**src/rtl/booths_multiplier.sv**
```systemverilog
// Sequential signed multiplier using radix-2 Booth recoding.
// One product every WIDTH+1 cycles; start/done handshake; done is a level held in DONE.
module booths_multiplier #(
  parameter int WIDTH = 4
) (
  input  logic                 clk,
  input  logic                 reset,
  input  logic                 start,
  input  logic [WIDTH-1:0]     multiplicand,
  input  logic [WIDTH-1:0]     multiplier,
  output logic [2*WIDTH-1:0]   product,
  output logic                 done
);

  localparam int CW = $clog2(WIDTH + 1);
  localparam logic [CW-1:0] COUNT_INIT = CW'(WIDTH);
  localparam logic [CW-1:0] COUNT_ONE  = CW'(1);

  localparam logic [1:0] IDLE = 2'd0;
  localparam logic [1:0] BUSY = 2'd1;
  localparam logic [1:0] DONE = 2'd2;

  logic [1:0]         state;
  logic [WIDTH:0]     acc;
  logic [WIDTH-1:0]   q;
  logic               qm1;
  logic [WIDTH-1:0]   m;
  logic [CW-1:0]      count;

  logic [WIDTH:0]     msext;
  logic [WIDTH:0]     sum;
  logic [2*WIDTH+1:0] shifted;
  logic               accept;
  logic               last;

  // Accumulator is one bit wider than M so subtracting the most-negative M cannot overflow.
  always_comb begin
    msext   = {m[WIDTH-1], m};
    sum     = acc;
    case ({q[0], qm1})
      2'b10:   sum = acc - msext;
      2'b01:   sum = acc + msext;
      default: sum = acc;
    endcase
    shifted = {sum[WIDTH], sum, q};
    accept  = start && ((state == IDLE) || (state == DONE));
    last    = (count == COUNT_ONE);
  end

  always_ff @(posedge clk or negedge reset) begin
    if (!reset) begin
      state   <= IDLE;
      acc     <= '0;
      q       <= '0;
      qm1     <= 1'b0;
      m       <= '0;
      count   <= '0;
      product <= '0;
      done    <= 1'b0;
    end else begin
      case (state)
        IDLE, DONE: begin
          if (accept) begin
            m     <= multiplicand;
            acc   <= '0;
            q     <= multiplier;
            qm1   <= 1'b0;
            count <= COUNT_INIT;
            done  <= 1'b0;
            state <= BUSY;
          end
        end
        BUSY: begin
          acc   <= shifted[2*WIDTH+1:WIDTH+1];
          q     <= shifted[WIDTH:1];
          qm1   <= shifted[0];
          count <= count - COUNT_ONE;
          // Final iteration: publish the shifted {A,Q} on the same edge.
          if (last) begin
            product <= shifted[2*WIDTH:1];
            done    <= 1'b1;
            state   <= DONE;
          end
        end
        default: state <= IDLE;
      endcase
    end
  end

endmodule

```
**config.mk**
```make
export PLATFORM = sky130hd
export DESIGN_NAME = booths_multiplier
export DESIGN_NICKNAME = d
export VERILOG_FILES = /design/src/rtl/booths_multiplier.sv
export SDC_FILE = /design/constraint.sdc
export NUM_CORES = 1
export LEC_CHECK = 0
export CAP_MARGIN = 5
export CELL_PAD_IN_SITES_DETAIL_PLACEMENT = 1
export CELL_PAD_IN_SITES_GLOBAL_PLACEMENT = 1
export CORE_ASPECT_RATIO = 0.5
export CORE_MARGIN = 3
export CORE_UTILIZATION = 37
export CTS_CLUSTER_SIZE = 30
export DETAILED_ROUTE_END_ITERATION = 8
export GPL_TIMING_DRIVEN = 0
export PLACE_DENSITY_LB_ADDON = 0.1
export SLEW_MARGIN = 20
export SYNTH_ARGS = -nofsm -noshare
export SYNTH_HDL_FRONTEND = slang
export SYNTH_SLANG_ARGS = --single-unit
```
**constraint.sdc**
```tcl
create_clock -name clk -period 2.32 [get_ports clk]
set_input_delay 0.696 -clock clk [delete_from_list [all_inputs] [get_ports clk]]
set_output_delay 0.696 -clock clk [all_outputs]
set_load 0.05 [all_outputs]
```
* Word-level counts from Yosys, hierarchy flattened
Index checks and enable logic that the tools add are counted.
** Operators by class
- Multiplexer cells :: 14
- Equal/unequal tests :: 7
- Add/subtract/negate cells :: 3
- Reduce and logical (&&, ||, !) cells :: 10
** Operators by type and width (number)
- $pmux W5 S2 :: 2
- $pmux W4 S2 :: 1
- $reduce_and A2 Y1 :: 4
- $pmux W3 S2 :: 1
- $add A5 B5 Y5 :: 1
- $mux W5 :: 1
- $sub A5 B5 Y5 :: 1
- $eq A2 B1 Y1 const B :: 2
- $eq A2 B2 Y1 const B :: 2
- $mux W2 :: 2
- $mux W4 :: 1
- $ne A2 B2 Y1 const B :: 2
- $pmux W1 S2 :: 2
- $pmux W2 S2 :: 1
- $eq A3 B1 Y1 const B :: 1
- $mux W3 :: 1
- $reduce_and A3 Y1 :: 1
- $sub A3 B1 Y3 const B :: 1
- $logic_not A2 Y1 :: 1
- $mux W1 :: 2
- $reduce_bool A2 Y1 :: 1
- $reduce_or A2 Y1 :: 1
- $logic_and A1 B1 Y1 :: 1
- $logic_or A1 B1 Y1 :: 1
** Word-level totals
- Register bits after elaboration :: 28
- Word-level logic and storage cells :: 42
- Output and inout bits :: 9
- Bits of input ports :: 11

* Logic depth before layout (Yosys ltp)
- Word-level depth :: 5
- Mapped depth :: 10
- Mapped depth without buffers :: 10

* Least setup slack after synthesis
OpenSTA, ideal clock, no wires.
- Path kind :: reg2reg
- Start :: register q[0]
- End :: register acc[3]
- Library setup time :: 0.069 ns
- Stages on the path, launching flop included :: 10
- Path buffers :: 0
- Slack :: -0.031 ns
- Arrival :: 2.282 ns
- Data required time :: 2.251 ns
- Period minus slack after synthesis :: 2.351 ns
- Cell sequence :: dfrtp_1 -> inv_1 -> ha_1 -> mux2_1 -> fa_1 -> a21o_1 -> a21oi_2 -> xnor2_1 -> or4_1 -> nand3_1
** Between the ends
- Cells in the longest elaborated chain, start to end :: 3
- Elaborated cells between the ends (all ways) :: 4
- Those cells by class :: eq/ne (2); mux (2)
** Ends and longest elaborated chain
- from (decl) :: RTL line 25 : logic [WIDTH-1:0] q;
- from (signal assigned) :: RTL line 66 : q <= multiplier;
- from (signal assigned) :: RTL line 75 : q <= shifted[WIDTH:1];
- $eq A2 B1 Y1 / $eq A2 B2 Y1 (equally long branches) :: RTL line 40 : case ({q[0], qm1})
- $pmux W5 S2 (*) :: RTL line 40
- $pmux W5 S2 (*) :: RTL line 61 : case (state)
- to (signal assigned) :: RTL line 74 : acc <= shifted[2*WIDTH+1:WIDTH+1];
- to (decl) :: RTL line 24 : logic [WIDTH:0] acc;
Mark *: on every way between the ends. The rest lies on a longest branch, timed or not.
A chain may end at the register's enable or synchronous reset.

* Final worst setup path
- Start :: register m[1]
- End :: register acc[3]
** Between the ends
- Cells in the longest elaborated chain, start to end :: 3
- Elaborated cells between the ends (all ways) :: 4
- Those cells by class :: add/sub (2); mux (2)
** Ends and longest elaborated chain
- from (decl) :: RTL line 27 : logic [WIDTH-1:0] m;
- from (signal assigned) :: RTL line 64 : m <= multiplicand;
- $add A5 B5 Y5 / $sub A5 B5 Y5 (equally long branches) :: RTL line 42, 41
- $pmux W5 S2 (*) :: RTL line 40
- $pmux W5 S2 (*) :: RTL line 61
Marked as above.

==> results_dict.tcl <==
set metrics [dict create \
    netlist_top_cells_area "sky130_fd_sc_hd__dfrtp_1 48%, sky130_fd_sc_hd__nand2_1 10%, sky130_fd_sc_hd__ha_1 8.0%, sky130_fd_sc_hd__o21ai_1 6.1%, sky130_fd_sc_hd__mux2i_1 2.1%" \
    syn2layout_area_growth_pct 27.5 \
    setup_repair_after_global_routing_missed_its_margin "true" \
    tritoncts "done" \
    r2r_slack_ps -40 \
    clockRootBuffer "sky130_fd_sc_hd__clkbuf_8" \
    route.detailed.drc 0 \
    crit_path_cell_trace "inv_2 > ha_4 > mux2_4 > fa_2 > a21o_1 > a21oi_2 > xnor2_2 > or4_1 > nand3_1" \
    seq_area_frac_synth 0.481 \
    dominant_register_cell_in_the_synthesized_netlist "sky130_fd_sc_hd__dfrtp_1" \
    yosys_register_bits 27 \
    dr.first_iter.drc_count 11 \
    holdCritPathClass "in -> async" \
    netlist_area_mm2 0.00140 \
    grt_busiest_layer "met2" \
    timing.critical_path.slowest_cell_delay_ps 410 \
    fill_cell_instance_count_of_the_final_layout 428 \
    finalWorstSetupSlack_ps -43.3 \
    drt_pre_antenna_iters 4 \
    regArea_um2 676 \
    post_cts_hold_buffer_count 0 \
    grt.total_usage 0.166 \
    timing.slew.headroom 0.583 \
    dp_hpwl_mm 2.53 \
    grt_pass1_vias 1213 \
    share_of_the_synthesized_area_in_the_top_cell_type 0.481 \
    setup_crit_end_kind "flop" \
    worst_setup_hold_path_clk_slew_ps 100 \
    synth_top_cell_by_area "sky130_fd_sc_hd__dfrtp_1" \
    worst_setup_start_kind "flop" \
    timing_worst_slew_pin_value_ps 626 \
    syn-instance-count 149 \
    gr-usage-met3 0.0473 \
    finalHoldViolCount 0 \
    max-cap-violations 0 \
    worst_r2r_endpoint "acc[3]$_DFFE_PN0P_" \
    numCtsBuffers 3 \
    wl_per_cell_um 14.4 \
    initial_core_util 0.398 \
    arrival_worst_endpoint_ps 2580 \
    antenna_cells_inserted 0 \
    port_buffers 19 \
    globalRouteOverflowTotal 0 \
    async_reset_ff_frac 1.00 \
    critPathRequiredTime_ps 2540 \
    num-nets-final 201 \
    finalClockSkew_ps 5.20 \
    ctsHtreeMaxLevel 1 \
    grtUsageMet1 0.222 \
    rows 15 \
    synth_cell_types 31 \
    dieHeight_um 49.6 \
    num_io_pins 20 \
    report.final.setup_viol 2 \
    synth_warnings 0 \
    multi_input_area_um2 713 \
    wire_length_of_the_first_global_routing_pass_mm 5.89 \
    violations_in_the_final_reports "setup timing" \
    highest_count_cells_in_the_layout_ignoring_fill_and_taps "38 x sky130_fd_sc_hd__nand2_1, 27 x sky130_fd_sc_hd__dfrtp_1, 18 x sky130_fd_sc_hd__clkdlybuf4s50_1" \
    crit_path_class "reg -> reg" \
    outcome "finished with violations" \
    route.detailed.vias_per_inst 4.92 \
    critical-path-slowest-cell "sky130_fd_sc_hd__dfrtp_1" \
    rr_startpoint "m[1]$_DFFE_PN0P_" \
    crit_fanout 3 \
    number_of_enable_flip_flop_cells_after_synthesis 0 \
    wl_mm 3.32 \
    route.antenna.remaining_nets 0 \
    syn_nets 170 \
    syn-mean-instance-area_um2 9.42 \
    clkSinkCount 27 \
    dieArea_mm2 0.00461 \
    die_x_um 93.1 \
    timing.reg2reg.worst_path_depth 9 \
    grt_max_degree 28 \
    placed_cell_area_mm2 0.00166 \
    gp_congestion 0.765 \
    layout.cell_area.non_filler_mm2 0.00179 \
    final.period_utilization 1.02 \
    globalRouteMet2Util 0.268 \
    layout-drive-gt1-share 0.140 \
    clk-insertion-delay-late_ps 280 \
    layout_commonest_cell "sky130_fd_sc_hd__nand2_1" \
    clock.fmax_mhz 423 \
    dp_worst_setup_slack_ps -162 \
    cts.path.max_buffers 2 \
    initial_antenna_violation_count 0 \
    floorplan.core_area_mm2 0.00353 \
    period_minus_slack_ps 2360 \
    slew_viol_final 0 \
    dr_total_vias 1132 \
]
==> final cells by class <==
type,count,area share
Clock buffer,3,0.0231
Sequential cell,27,0.377
Inverter,5,0.0105
Clock inverter,1,0.00280
Tap cell,51,0.0356
Multi-Input combinational cell,112,0.398
Timing Repair Buffer,26,0.133
Buffer,5,0.0196
==> worst max-delay path by stage <==
| stage | from | endpoint | slack [ps] |
|---|---|---|---|
| 2_1_floorplan | q[0]$_DFFE_PN0P_ | acc[3]$_DFFE_PN0P_ | 30 |
| 3_3_place_gp | m[0]$_DFFE_PN0P_ | acc[3]$_DFFE_PN0P_ | -100 |
| 3_5_place_dp | m[0]$_DFFE_PN0P_ | acc[3]$_DFFE_PN0P_ | -160 |
| 4_1_cts | m[1]$_DFFE_PN0P_ | acc[3]$_DFFE_PN0P_ | -70 |
| 5_1_grt | m[1]$_DFFE_PN0P_ | acc[3]$_DFFE_PN0P_ | -150 |
| 6_report | m[1]$_DFFE_PN0P_ | acc[3]$_DFFE_PN0P_ | -40 |
==> kinds of logic after synthesis <==
kind of cell	count (synthesis)	synth area share
flip-flops	27	0.481
XOR/XNOR	5	0.0312
buffers and inverters	10	0.0383
AND/OR/NAND/NOR	62	0.199
multiplexers	4	0.0294
AO/OA/AOI/OAI	31	0.127
adder cells (fa/ha/maj)	10	0.0945
==> per-layer routing <==
layer | up-vias | part of all wire
li1 | 557 | -
met1 | 559 | 0.51
met2 | 14 | 0.46
met3 | 2 | 0.029
met4 | 0 | 0.0045
met5 | - | 0
==> Yosys cell counts, types with 2 or more instances <==
| library cell | number |
|---|---|
| sky130_fd_sc_hd__a21o_1 | 2 |
| sky130_fd_sc_hd__a21oi_2 | 2 |
| sky130_fd_sc_hd__nor2b_1 | 3 |
| sky130_fd_sc_hd__and3_1 | 2 |
| sky130_fd_sc_hd__and2_1 | 2 |
| sky130_fd_sc_hd__inv_1 | 5 |
| sky130_fd_sc_hd__xor2_1 | 3 |
| sky130_fd_sc_hd__nor3_1 | 2 |
| sky130_fd_sc_hd__nor2_1 | 8 |
| sky130_fd_sc_hd__a21oi_1 | 5 |
| sky130_fd_sc_hd__ha_1 | 9 |
| sky130_fd_sc_hd__xnor2_1 | 2 |
| sky130_fd_sc_hd__o21ai_1 | 17 |
| sky130_fd_sc_hd__dfrtp_1 | 27 |
| sky130_fd_sc_hd__clkbuf_1 | 3 |
| sky130_fd_sc_hd__mux2i_1 | 3 |
| sky130_fd_sc_hd__a31oi_1 | 2 |
| sky130_fd_sc_hd__nand2b_1 | 2 |
| sky130_fd_sc_hd__nand2_1 | 38 |
==> what timing repair did <==
item | in CTS | in global routing
resized for setup | 5 | 3
pin swaps | 3 | 0
endpoints found under the hold margin | 0 | 0
setup endpoints to repair | 2 | 2
setup buffers | 4 | 3
==> worst max-delay path, delay by kind of cell (launching register included) <==
kind / cells / cell delay, ps
adders and majority gates: 2 / 570
and+or+nand+nor: 2 / 500
DFF: 1 / 410
AOI/OAI and AO/OA: 2 / 350
muxes: 1 / 280
xor gates and xnor gates: 1 / 110
buffers and inverters: 1 / 80
==> metrics by stage <==
step	setup TNS (ps)	hold WS, ps	instances	util
floorplan	0	400	149	-
global placement	-166	458	219	0.471
detailed placement	-368	467	219	0.470
CTS	-120	451	227	0.498
global route	-290	465	230	0.507
finish	-69.4	424	230	0.507
==> registers in the layout, indices dropped and copies added (netlist names) <==
signal and count:
state 2, count 3, product 8, q 4
m 4, acc 4, qm1 1, done 1
Power is not shown: default switching activity piles up to over one toggle a cycle in this logic, so the estimate is an artifact.
